[config.mk]
export PLATFORM = sky130hd
export DESIGN_NAME = m602_pulse_amp
export DESIGN_NICKNAME = d
export VERILOG_FILES = /design/src/rtl/m602_pulse_amp.sv
export SDC_FILE = /design/constraint.sdc
export NUM_CORES = 1
export LEC_CHECK = 0
export BUFFER_PORTS_ARGS = -buffer_cell sky130_fd_sc_hd__buf_2
export CAP_MARGIN = 20
export CELL_PAD_IN_SITES_DETAIL_PLACEMENT = 0
export CELL_PAD_IN_SITES_GLOBAL_PLACEMENT = 2
export CORE_ASPECT_RATIO = 0.9
export CORE_MARGIN = 8
export CORE_UTILIZATION = 28
export CTS_BUF_LIST = sky130_fd_sc_hd__clkbuf_4 sky130_fd_sc_hd__clkbuf_8 sky130_fd_sc_hd__clkbuf_16
export DETAILED_ROUTE_END_ITERATION = 8
export PLACE_DENSITY_LB_ADDON = 0.3
export RECOVER_POWER = 50
export SYNTH_ARGS = -nofsm -noshare
export SYNTH_HDL_FRONTEND = slang
export SYNTH_SLANG_ARGS = --single-unit
[constraint.sdc]
create_clock -name clk -period 2.3 [get_ports clk]
set_input_delay 0.115 -clock clk [delete_from_list [all_inputs] [get_ports clk]]
set_output_delay 0.115 -clock clk [all_outputs]
set_load 0.02 [all_outputs]
[src/rtl/m602_pulse_amp.sv]
// Dual-channel one-shot pulse amplifier: a qualified falling edge on a trigger input produces
// a fixed-width registered pulse, followed by an optional lockout window.
module m602_pulse_amp #(
  parameter int unsigned PULSE_COUNT_H2 = 10,
  parameter int unsigned PULSE_COUNT_N2 = 10,
  parameter int unsigned RECOVERY_COUNT = 5
) (
  input  logic clk,
  input  logic reset_n,
  input  logic D2,
  input  logic E2,
  output logic H2,
  output logic J2,
  input  logic K2,
  input  logic L2,
  output logic N2,
  output logic P2
);

  typedef enum logic [1:0] {
    StIdle,
    StPulse,
    StRecover
  } state_e;

  logic [1:0] trig_in;
  logic [1:0] cond_in;
  logic [1:0] pulse_out;

  assign trig_in = {K2, D2};
  assign cond_in = {L2, E2};

  for (genvar g = 0; g < 2; g++) begin : g_chan
    localparam int unsigned PulseCount = (g == 0) ? PULSE_COUNT_H2 : PULSE_COUNT_N2;
    localparam logic [15:0] PulseLoad  = 16'(PulseCount - 1);
    // Only used when RECOVERY_COUNT > 0, so the wrap at zero is never loaded.
    localparam logic [15:0] RecLoad    = 16'(RECOVERY_COUNT - 1);

    state_e      state_q;
    logic [15:0] cnt_q;
    logic        prev_q;
    logic        pulse_q;
    logic        fire;

    assign fire = prev_q & ~trig_in[g] & cond_in[g];

    always_ff @(posedge clk or negedge reset_n) begin
      if (!reset_n) begin
        state_q <= StIdle;
        cnt_q   <= '0;
        prev_q  <= 1'b0;
        pulse_q <= 1'b0;
      end else begin
        prev_q <= trig_in[g];
        unique case (state_q)
          StIdle: begin
            if (fire) begin
              state_q <= StPulse;
              cnt_q   <= PulseLoad;
              pulse_q <= 1'b1;
            end
          end
          StPulse: begin
            if (cnt_q == '0) begin
              pulse_q <= 1'b0;
              if (RECOVERY_COUNT > 0) begin
                state_q <= StRecover;
                cnt_q   <= RecLoad;
              end else begin
                state_q <= StIdle;
              end
            end else begin
              cnt_q <= cnt_q - 16'd1;
            end
          end
          StRecover: begin
            if (cnt_q == '0) begin
              state_q <= StIdle;
            end else begin
              cnt_q <= cnt_q - 16'd1;
            end
          end
          default: begin
            state_q <= StIdle;
            cnt_q   <= '0;
            pulse_q <= 1'b0;
          end
        endcase
      end
    end

    assign pulse_out[g] = pulse_q;
  end

  assign H2 = pulse_out[0];
  assign J2 = ~pulse_out[0];
  assign N2 = pulse_out[1];
  assign P2 = ~pulse_out[1];

endmodule

==> results by group, run 1 <==
Clocking
  – CTS sink cnt: 40
  – Reg clk slew, reported paths: 0.08 ns
  – Post-CTS Setup Bufs: 0
  – Clock buffer depth: 2
  – Clk_lat worst skew: 0.29 ns
  – CTS Buf Count: 5
  – CTS tree: done
  – Clk root buf: clkbuf_8
  – CTS H-tree lvls: 2

Critical path
  – Worst-path fanout max: 10
  – Max stage delay on crit path: 0.60 ns
  – Worst endpoint required time: 2.53 ns
  – Slowest cell on the critical path: or4_2
  – Crit path buf inv count: 2
  – Critical path, cell by cell: inv_2 > ha_1 > nor4b_2 > nand4_4 > a211oi_4 > buf_4 > or4_2 > a21oi_1
  – Setup crit end kind: register
  – Crit path launch: g_chan[0].cnt_q[0]$_DFFE_PN0P_
  – Crit Path Category: reg2reg
  – Startpoint types: register
  – Top delay family on crit path: simple AND/OR/NAND/NOR gates
  – Reg2Reg Launch Point: g_chan[0].cnt_q[0]$_DFFE_PN0P_
  – Worst Path Arrival: 2.35 ns

Yosys
  – Top-count cell post-synth: dfrtp_1
  – Ys async rst share: 100.0%
  – Post-synth EDFFs: 0
  – Synth warn: 0
  – Synth top area share: 43.50%
  – Register bit total from synthesis: 40
  – Synth area leaders: dfrtp_1, nor2_1, xor2_1, a21oi_1, o21ai_0
  – Cells after Synth: 243
  – Seq/Total Area, Yosys: 43.50%
  – Synth Area per Inst: 9.469 um^2
  – Syn Nets: 252
  – Leading area contributor after synthesis: dfrtp_1
  – Synth Flop Type: dfrtp_1
  – Mapped Area: 2301 um^2
  – Cell variety after synth: 57
  – Synth cell count leaders: dfrtp_1, nor2_1, a21oi_1, nand2_1, o21ai_0

Hold path
  – HP Class: in2reg
  – Hold Path Origin: E2

Timing
  – Worst slew pin tran: 1.230 ns
  – Hold_ws: 0.2487 ns
  – Final max-slew violation count: 0
  – Setup TNS: 0 ns
  – Final Setup Violations: 0
  – Max-slew headroom: 18.03%
  – RSZ-0062 raised after global routing: no
  – Fmax: 470.9 MHz
  – Clk_skew: 0.006791 ns
  – Fin crit share: 92.32%
  – Post-route minimum period: 2.123 ns
  – Fin worst setup slack: 0.1766 ns
  – Endpoints failing hold: 0

Routing
  – Routed Antenna Nets: 0
  – DRC errors left: 0
  – First-pass DRT Iterations: 4
  – Drt first-iter violations: 77
  – Number of vias per cell: 5.076
  – DR vias: 1873
  – Final WL: 5.424 mm
  – DR WL/cell: 14.70 um

Die
  – Die width: 111.6 um
  – Vert. Die Dim: 102 um
  – # IOs: 10
  – Initial Utilization: 28.66%
  – Die area: 11380 um^2
  – Row count: 31
  – Core footprint: 8029 um^2

Final layout
  – Antenna diodes: 0
  – Final instance area: 2680 um^2
  – FILL cells: 825
  – Reg area: 1001 um^2
  – Nets@finish: 279
  – Final Non-Filler Cells: 369
  – Share of cells above drive strength 1: 17.04%
  – Finished Core Util: 33.38%
  – Multi-input gate area in the final layout: 1235 um^2
  – Area growth, synth to finish: 16.48%

Place
  – Dpl ws: 0.1377 ns
  – Port bufs: 9
  – Final GP Congestion: 0.8155
  – Inst Count DP: 359
  – Hpwl dp: 3.831 mm
  – Placed Area: 2567 um^2

GRT
  – Vias in the first global route: 1840
  – Largest net degree at the start of global routing: 22
  – Overflow left after global routing: 0
  – Gr usage total: 10.36%
  – Initial antenna violation count: 0
  – First-pass GRT wire length: 9.577 mm

Pwr
  – Pwr dens: 1364 nW/um^2
  – Leak pwr: 1.103 nW
  – Final Power: 3.655 mW
  – Maximum vdd ir drop: 0.4912 mV

Status
  – Status: completed

Flow run
  – Max Cap Viol: 0
[logic make-up after synthesis]
kind of cell	count (synthesis)	synth area share, %
AOI/OAI and AO/OA	62	17.89
xor gates and xnor gates	14	5.329
adders and majority gates	3	1.631
buffers and inverters	18	3.317
DFF	40	43.50
muxes	3	1.414
and+or+nand+nor	103	26.92
[cell type report]
cell class,count,area share [%]
Multi-Input combinational cell,185,46.08
Inverter,9,1.261
Clock buffer,6,2.848
Sequential cell,40,37.35
Timing Repair Buffer,29,7.656
Tap cell,99,4.622
Clock inverter,1,0.1867
[per-layer routing]
layer / global-route usage [%] / wire [um] / vias up
met5: 0 / 0 / -
met4: 3.778 / 70 / 0
met3: 1.713 / 105 / 6
met2: 14.43 / 2215 / 19
met1: 15.49 / 3031 / 897
li1: - / - / 951
[placed cells by master (no fill, tap or decap), drive strengths merged, types with 5 or more instances in the layout]
| cell | n |
|---|---|
| dfrtp | 40 |
| nor2 | 26 |
| buf | 19 |
| a21oi | 16 |
| o21ai | 15 |
| nand2 | 13 |
| clkbuf | 13 |
| xor2 | 11 |
| nand3 | 9 |
| inv | 9 |
| or3 | 8 |
| o211ai | 7 |
| nor4 | 7 |
| nor3 | 6 |
| nand3b | 5 |
| o22ai | 5 |
| or4 | 5 |
[tightest hold or removal path, delay by kind of cell]
kind / cells / cell delay [ns]
buffers and inverters: 1 / 0.10
AND/OR/NAND/NOR: 3 / 0.28
[report_power, final]
part | internal [mW] | switching, mW
logic | 0.865 | 0.999
clock network | 0.219 | 0.253
registers | 0.965 | 0.355
[state kept, by name, indices dropped and copies added (netlist names)]
name	flops
g_chan.cnt_q	32
g_chan.state_q	4
g_chan.prev_q	2
H2	1
N2	1
[path summary, 6_finish.rpt]
kind | to | slack (ns) | depth (start not counted)
worst min-delay path | g_chan[0].cnt_q[3]$_DFFE_PN0P_ | 0.25 | 4
min in group asynchronous | g_chan[0].state_q[0]$_DFFE_PN0P_ | 0.60 | 2
max in group asynchronous | g_chan[1].cnt_q[9]$_DFFE_PN0P_ | 0.52 | 3
worst max-delay path | g_chan[0].cnt_q[5]$_DFFE_PN0P_ | 0.18 | 8
worst min register to register | g_chan[0].cnt_q[15]$_DFFE_PN0P_ | 0.56 | 2
worst max register to register | g_chan[0].cnt_q[5]$_DFFE_PN0P_ | 0.18 | 8
[timing repair]
action                                 in CTS  in global routing
endpoints found under the hold margin      21                  0
hold buffers                                3                  0
gates resized for setup                     0                  3
setup endpoints to repair                   0                  3
Note: power is estimated with default switching activity, not from simulation.
==> inputs of run 2 (changes only) <==
--- a/config.mk
+++ b/config.mk
@@ -5,6 +5,7 @@
 export SDC_FILE = /design/constraint.sdc
 export NUM_CORES = 1
 export LEC_CHECK = 0
+export ABC_AREA = 1
 export BUFFER_PORTS_ARGS = -buffer_cell sky130_fd_sc_hd__buf_2
 export CAP_MARGIN = 20
 export CELL_PAD_IN_SITES_DETAIL_PLACEMENT = 0
@@ -14,6 +15,7 @@
 export CORE_UTILIZATION = 28
 export CTS_BUF_LIST = sky130_fd_sc_hd__clkbuf_4 sky130_fd_sc_hd__clkbuf_8 sky130_fd_sc_hd__clkbuf_16
 export DETAILED_ROUTE_END_ITERATION = 8
+export MAX_ROUTING_LAYER = met4
 export PLACE_DENSITY_LB_ADDON = 0.3
 export RECOVER_POWER = 50
 export SYNTH_ARGS = -nofsm -noshare
==> run 2 against run 1 <==
  * Fmax grew 15%
  * Die area is 6.4% higher
  * Register-to-register slack gained 0.28 ns
  * Critical path depth increased by 1
  * Synthesized cell count up 47%
  * Utilization is 0.52 points lower
  * Non-clock buffer count decreased by 13
  * Via count increased by 12%
  * Worst hold slack better by 0.22 ns
==> results by group, run 2 <==
Critical path
  – Slowest cell on the critical path: dfrtp_1
  – Reg2Reg Launch Point: g_chan[0].cnt_q[0]$_DFFE_PN0P_
  – Crit Path Category: reg2reg
  – Worst endpoint required time: 2.48 ns (-0.05 ns)
  – Top delay family on crit path: simple AND/OR/NAND/NOR gates
  – Reg-to-reg slack, setup: 0.46 ns (+0.28 ns)
  – Setup crit end kind: register
  – FF-to-FF path depth: 9 (+1)
  – Startpoint types: register
  – Reg2reg end: g_chan[0].cnt_q[1]$_DFFE_PN0P_
  – Worst Path Arrival: 2.02 ns (-0.33 ns)
  – Critical path, cell by cell: inv_1 > ha_1 > nand2_1 > nor2_2 > nand3_2 > nand2_1 > inv_1 > nand3b_1 > o21ai_0
  – Crit path buf inv count: 2 (unchanged)
  – Worst-path fanout max: 8 (-2)
  – Max stage delay on crit path: 0.38 ns (-0.22 ns)

Clocking
  – Reg clk slew, reported paths: 0.09 ns (about the same)
  – CTS H-tree lvls: 2 (unchanged)
  – Clk_lat worst skew: 0.30 ns (about the same)
  – CTS Buf Count: 5 (unchanged)
  – Clock buffer depth: 2 (unchanged)
  – Clk root buf: clkbuf_8
  – CTS sink cnt: 40 (unchanged)
  – CTS tree: done
  – Post-CTS Setup Bufs: 0 (unchanged)

Hold path
  – Hold path endpoint: g_chan[1].prev_q$_DFF_PN0_
  – Hold Path Origin: K2
  – Min-Delay Path Depth: 2 (-2)
  – HP Class: in2reg

Yosys
  – Syn Nets: 366 (+45%)
  – Cell variety after synth: 30 (-47%)
  – Ys async rst share: 100.0% (unchanged)
  – Synth Flop Type: dfrtp_1
  – Leading area contributor after synthesis: dfrtp_1
  – Synth top area share: 40.44% (-3.1 points)
  – Cells after Synth: 357 (+47%)
  – Mapped Area: 2475 um^2 (+7.6%)
  – Synth area leaders: dfrtp_1, nand2_1, nor2_1, inv_1, nand4_1
  – Post-synth EDFFs: 0 (unchanged)
  – Synth cell count leaders: nand2_1, nor2_1, inv_1, dfrtp_1, nand3_1
  – Seq/Total Area, Yosys: 40.44% (-3.1 points)
  – Register bit total from synthesis: 40 (unchanged)
  – Synth Area per Inst: 6.932 um^2 (-27%)
  – Top-count cell post-synth: nand2_1
  – Synth warn: 0 (unchanged)

GRT
  – Overflow left after global routing: 0 (unchanged)
  – Vias in the first global route: 2053 (+12%)
  – First-pass GRT wire length: 10.18 mm (+6.3%)
  – Gr usage total: 10.74% (+0.38 points)
  – Largest net degree at the start of global routing: 23 (+4.5%)
  – Initial antenna violation count: 0 (unchanged)

Die
  – # IOs: 10 (unchanged)
  – Die area: 12110 um^2 (+6.4%)
  – Die width: 115.1 um (+3.2%)
  – Vert. Die Dim: 105.2 um (+3.1%)
  – Initial Utilization: 28.88% (+0.23 points)
  – Core footprint: 8568 um^2 (+6.7%)
  – Row count: 32 (+3.2%)

Place
  – Placed Area: 2669 um^2 (+3.9%)
  – Hpwl dp: 4.524 mm (+18%)
  – Final GP Congestion: 0.7451 (-8.6%)
  – Port bufs: 9 (unchanged)

Routing
  – First-pass DRT Iterations: 4 (unchanged)
  – Drt first-iter violations: 131 (+70%)
  – DR WL/cell: 11.86 um (-19%)
  – Routed Antenna Nets: 0 (unchanged)
  – DR vias: 2097 (+12%)
  – Number of vias per cell: 4.219 (-17%)
  – Final WL: 5.893 mm (+8.6%)
  – DRC errors left: 0 (unchanged)

Final layout
  – Nets@finish: 386 (+38%)
  – Final instance area: 2815 um^2 (+5.0%)
  – Area growth, synth to finish: 13.75%
  – Number of flip-flops under the largest register name: 32 (unchanged)
  – Multi-input gate area in the final layout: 1231 um^2 (-0.30%)
  – Reg area: 1001 um^2 (unchanged)
  – Largest Register: g_chan.cnt_q
  – Most frequent cells in the layout: nand2_1, nor2_1, inv_1, dfrtp_1, nand3_1
  – Share of cells above drive strength 1: 8.730% (-8.3 points)
  – Regs by FF count: g_chan.cnt_q: 32 flops, g_chan.state_q: 4 flops, g_chan.prev_q: 2 flops
  – Antenna diodes: 0 (unchanged)
  – Most common cell after layout, fill and taps aside: nand2_1
  – FILL cells: 961 (+16%)

Flow run
  – Max Cap Viol: 0 (unchanged)

Pwr
  – Leak pwr: 1.491 nW (+35%)
  – Pwr dens: 943.5 nW/um^2 (-31%)
  – Maximum vdd ir drop: 0.3391 mV (-31%)

Timing
  – Endpoints failing hold: 0 (unchanged)
  – Post-route minimum period: 1.841 ns (-0.2821 ns)
  – RSZ-0062 raised after global routing: no
  – Worst slew pin tran: 1.101 ns (-0.1287 ns)
  – Fmax: 543.1 MHz (+15%)
  – Max-slew headroom: 26.61% (+8.6 points)
  – Setup TNS: 0 ns (unchanged)
  – Fin crit share: 80.06% (-12 points)
  – Final max-slew violation count: 0 (unchanged)
  – Final Setup Violations: 0 (unchanged)
  – Clk_skew: 0.005068 ns (-0.001723 ns)

Status
  – Status: completed
run 2: cell types whose count changed after synthesis, sizes merged, moves of 6 or more:
cell / before / now
o21ai: 15 / 9
inv: 9 / 55
nor2: 26 / 81
clkbuf: 7 / 0
nand2: 13 / 112
xor2: 11 / 5
nand3: 9 / 17
nor4: 7 / 0
nand4: 3 / 13
or3: 8 / 0
o211ai: 7 / 1
a21oi: 16 / 2
run 2: logic make-up after synthesis:
family | share of synthesized area [%]
compound gates | 4.702
flops | 40.44
fa+ha+maj | 1.517
simple gates | 41.05
xor+xnor | 2.477
buf+inv | 9.808
run 2: cell type report:
class                      instances  share of cell area [%]
multi-input combinational        258                   43.73
sequential                        40                   35.56
inverter                          56                   7.556
tap                              119                   5.289
clock buffer                       7                   3.422
timing repair buffer              16                   3.378
clock inverter                     1                   1.067
run 2: metrics by stage:
stage / instances / power (mW) / hold WS (ns) / utilization (%) / setup slack (ns)
2_1_floorplan: 357 / 1.742 / -0.1806 / - / 0.7613
3_3_place_gp: 486 / 2.043 / 0.09331 / 31.15 / 0.5518
3_5_place_dp: 486 / 2.036 / 0.09617 / 31.15 / 0.4712
4_1_cts: 497 / 2.708 / 0.3067 / 32.97 / 0.4690
5_1_grt: 497 / 2.904 / 0.4798 / 32.86 / 0.2159
6_report: 497 / 2.656 / 0.4731 / 32.86 / 0.4587
run 2: routing by layer:
metal  vias to the layer above  share of wire [%]  track usage (%)  wire length (um)
met4                         0                1.2            3.655                73
met2                        23                 39            14.31              2289
met3                         7                3.5            2.704               204
li1                       1141                  -                -                 -
met1                       926                 56            15.17              3326
met5                         -                  0                -                 0
run 2: where the power goes:
group / internal [mW] / switching, mW / total, mW / leakage, nW
clock network: 0.383 / 0.266 / 0.649 / 0.0645
logic: 0.353 / 0.732 / 1.08 / 0.951
registers: 0.829 / 0.0941 / 0.923 / 0.476
total: 1.56 / 1.09 / 2.66 / 1.49
run 2: worst max path at each step:
stage,cells past startpoint,start,end
3_3_place_gp,9,g_chan[0].cnt_q[0]$_DFFE_PN0P_,g_chan[0].cnt_q[1]$_DFFE_PN0P_
4_1_cts,9,g_chan[0].cnt_q[0]$_DFFE_PN0P_,g_chan[0].cnt_q[1]$_DFFE_PN0P_
3_5_place_dp,9,g_chan[0].cnt_q[0]$_DFFE_PN0P_,g_chan[0].cnt_q[1]$_DFFE_PN0P_
6_report,9,g_chan[0].cnt_q[0]$_DFFE_PN0P_,g_chan[0].cnt_q[1]$_DFFE_PN0P_
5_1_grt,3,reset_n,g_chan[1].cnt_q[11]$_DFFE_PN0P_
2_1_floorplan,10,g_chan[1].cnt_q[0]$_DFFE_PN0P_,g_chan[1].cnt_q[2]$_DFFE_PN0P_
run 2: timing repair:
action	CTS	global route
resized for setup	0	0
hold endpoints to repair	20	0
hold buffers	3	0
run 2: worst register-to-register path: cells and delay by family (launching register included):
family          cells  cell delay [ns]
simple gates        5             0.81
flops               1             0.38
buf+inv             2             0.30
fa+ha+maj           1             0.17
compound gates      1             0.07
==> inputs of run 3 (changes only) <==
==> constraint.sdc (replaced) <==
create_clock -name clk -period 1.91 [get_ports clk]
set_input_delay 0.0955 -clock clk [delete_from_list [all_inputs] [get_ports clk]]
set_output_delay 0.0955 -clock clk [all_outputs]
set_load 0.02 [all_outputs]
==> run 3 against run 2 <==
  * Combinational power grew 29%
  * Final cell count grew 1.4%
  * Clock power grew 10%
  * Count of clock-buffer cells in the layout shrank 1
  * Global-route usage grew 0.52 points
  * Sequential share of layout area shrank 0.68 points
  * Total power grew 21%
  * Die area is the same
  * Utilization grew 0.64 points
  * Largest power group unchanged
  * Highest routed layer unchanged
==> results by group, run 3 (synthesis gave the netlist of run 2 again) <==
Status
  – Status: completed

Final layout
  – Number of flip-flops under the largest register name: 32 (unchanged)
  – Reg area: 1001 um^2 (unchanged)
  – Final instance area: 2870 um^2 (+2.0%)
  – Area growth, synth to finish: 15.98%
  – Nets@finish: 393 (+1.8%)
  – Antenna diodes: 0 (unchanged)
  – Regs by FF count: g_chan.cnt_q: 32 flops, g_chan.state_q: 4 flops, g_chan.prev_q: 2 flops
  – Most frequent cells in the layout: nand2_1, nor2_1, inv_1, dfrtp_1, nand3_1
  – Multi-input gate area in the final layout: 1249 um^2 (+1.4%)
  – Share of cells above drive strength 1: 12.21% (+3.5 points)
  – Finished Core Util: 33.50% (+0.64 points)
  – FILL cells: 957 (-0.42%)
  – Most common cell after layout, fill and taps aside: nand2_1
  – Largest Register: g_chan.cnt_q

Timing
  – Final Setup Violations: 0 (unchanged)
  – Fin crit share: 92.58% (+13 points)
  – Fin worst setup slack: 0.1417 ns (-0.3170 ns)
  – Final max-slew violation count: 0 (unchanged)
  – Max-slew headroom: 28.85% (+2.2 points)
  – Endpoints failing hold: 0 (unchanged)
  – Clk_skew: 0.009726 ns (+0.004658 ns)
  – Post-route minimum period: 1.768 ns (-0.07299 ns)
  – Worst slew pin tran: 1.067 ns (-0.03365 ns)
  – Hold_ws: 0.3111 ns (-0.1619 ns)
  – Fmax: 565.5 MHz (+4.1%)
  – Setup TNS: 0 ns (unchanged)

Routing
  – DR WL/cell: 12.20 um (+2.9%)
  – DRC errors left: 0 (unchanged)
  – Routed Antenna Nets: 0 (unchanged)
  – First-pass DRT Iterations: 4 (unchanged)
  – Drt first-iter violations: 130 (-0.76%)
  – DR vias: 2200 (+4.9%)
  – Number of vias per cell: 4.365 (+3.5%)
  – Final WL: 6.150 mm (+4.4%)

Die
  – Core footprint: 8568 um^2 (unchanged)
  – Vert. Die Dim: 105.2 um (unchanged)
  – Row count: 32 (unchanged)
  – Initial Utilization: 28.88% (unchanged)
  – Die width: 115.1 um (unchanged)
  – # IOs: 10 (unchanged)
  – Die area: 12110 um^2 (unchanged)

Place
  – Final GP Congestion: 0.7711 (+3.5%)
  – Dpl ws: 0.1633 ns (-0.3078 ns)
  – Hpwl dp: 4.474 mm (-1.1%)
  – Placed Area: 2714 um^2 (+1.7%)
  – Port bufs: 9 (unchanged)

Pwr
  – Comb power frac: 43.4% (+2.6 points)
  – Maximum vdd ir drop: 0.3712 mV (+9.5%)
  – Pwr dens: 1120 nW/um^2 (+19%)
  – Clock power share: 22.2% (-2.2 points)
  – Share of power burned in registers: 34.4% (-0.3 points)
  – Pint: 1.878 mW (+20%)
  – Switching power: 1.336 mW (+22%)
  – Leak pwr: 1.532 nW (+2.7%)
  – Sw frac: 41.56% (+0.47 points)

Critical path
  – Reg2Reg Launch Point: g_chan[1].cnt_q[0]$_DFFE_PN0P_
  – Reg-to-reg slack, setup: 0.14 ns (-0.32 ns)
  – Worst endpoint required time: 2.10 ns (-0.38 ns)
  – Worst Path Arrival: 1.96 ns (-0.06 ns)
  – Reg2reg end: g_chan[1].cnt_q[5]$_DFFE_PN0P_
  – Crit Path Category: reg2reg
  – FF-to-FF path depth: 9 (unchanged)
  – Startpoint types: register
  – Worst-path fanout max: 5 (-3)
  – Setup crit end kind: register

GRT
  – Largest net degree at the start of global routing: 41 (+78%)
  – Gr usage total: 11.27% (+0.52 points)
  – Vias in the first global route: 2134 (+3.9%)
  – Overflow left after global routing: 0 (unchanged)
  – Initial antenna violation count: 0 (unchanged)
  – First-pass GRT wire length: 10.67 mm (+4.7%)

Clocking
  – Reg clk slew, reported paths: 0.09 ns (about the same)
  – Clk root buf: clkbuf_8
  – CTS sink cnt: 40 (unchanged)
  – CTS tree: done
  – Clk_lat worst skew: 0.29 ns (about the same)
  – Clock buffer depth: 2 (unchanged)
  – Post-CTS Setup Bufs: 0 (unchanged)
  – CTS Buf Count: 5 (unchanged)
  – CTS H-tree lvls: 2 (unchanged)

Hold path
  – Hold path endpoint: g_chan[0].state_q[1]$_DFFE_PN0P_
  – Hold Path Origin: E2
  – HP Class: in2reg
  – Min-Delay Path Depth: 5 (+3)

Flow run
  – Max Cap Viol: 0 (unchanged)
## run 3: cell count changes in the layout (fill, tap and decap cells not counted), sizes merged
cell	delta
buf	+12
clkbuf	-7
clkinv	+1
nand3	+1
## run 3: metal layers
| layer | track usage (%) | wire length [um] |
|---|---|---|
| met2 | 15.73 | 2547 |
| met3 | 2.589 | 215 |
| met1 | 15.73 | 3351 |
| met4 | 3.093 | 36 |
| met5 | - | 0 |
## run 3: how the worst max path moves through the flow
stage                                         from                        endpoint  slack [ns]  cells past startpoint
finish              g_chan[1].cnt_q[0]$_DFFE_PN0P_  g_chan[1].cnt_q[5]$_DFFE_PN0P_        0.14                      9
global route        g_chan[1].cnt_q[0]$_DFFE_PN0P_                  N2$_DFFE_PN0P_       -0.04                     10
CTS                 g_chan[1].cnt_q[0]$_DFFE_PN0P_                  N2$_DFFE_PN0P_        0.11                     10
detailed placement  g_chan[1].cnt_q[0]$_DFFE_PN0P_                  N2$_DFFE_PN0P_        0.16                     10
global placement    g_chan[1].cnt_q[0]$_DFFE_PN0P_                  N2$_DFFE_PN0P_        0.14                     10
floorplan           g_chan[1].cnt_q[0]$_DFFE_PN0P_  g_chan[1].cnt_q[2]$_DFFE_PN0P_        0.37                     10
## run 3: cell type report
| class | instances | share of cell area [%] |
|---|---|---|
| Sequential cell | 40 | 34.87 |
| Inverter | 56 | 7.411 |
| Tap cell | 119 | 5.187 |
| Clock inverter | 2 | 1.221 |
| Timing Repair Buffer | 22 | 5.144 |
| Multi-Input combinational cell | 259 | 43.50 |
| Clock buffer | 6 | 2.659 |
## run 3: metrics by stage
stage | total power, mW | std cells
finish | 3.214 | 504
global route | 3.535 | 504
CTS | 3.280 | 503
detailed placement | 2.523 | 492
global placement | 2.535 | 492
floorplan | 2.098 | 357
## run 3: critical path, cell delays in order (launching register included)
cell and delay [ns]:
dfrtp_1 0.39, inv_1 0.10, ha_1 0.22, nand2_2 0.14
nor2_1 0.23, nand2_2 0.14, nand2_4 0.12, nand3_2 0.15
nand2_1 0.15, nor2_2 0.04
## run 3: power groups by stage
stage | clock [mW] | combinational (mW) | sequential (mW)
after floorplan | 0 | 0.989 | 1.11
after global placement | 0 | 1.41 | 1.12
after detailed placement | 0 | 1.40 | 1.12
after CTS | 0.760 | 1.41 | 1.11
after global routing | 0.789 | 1.62 | 1.13
final | 0.714 | 1.39 | 1.11
## run 3: what timing repair did
item                                   in CTS  in global routing
hold buffers                                3                  0
setup endpoints to repair                   0                  7
gates resized for setup                     0                  2
endpoints found under the hold margin      42                  0
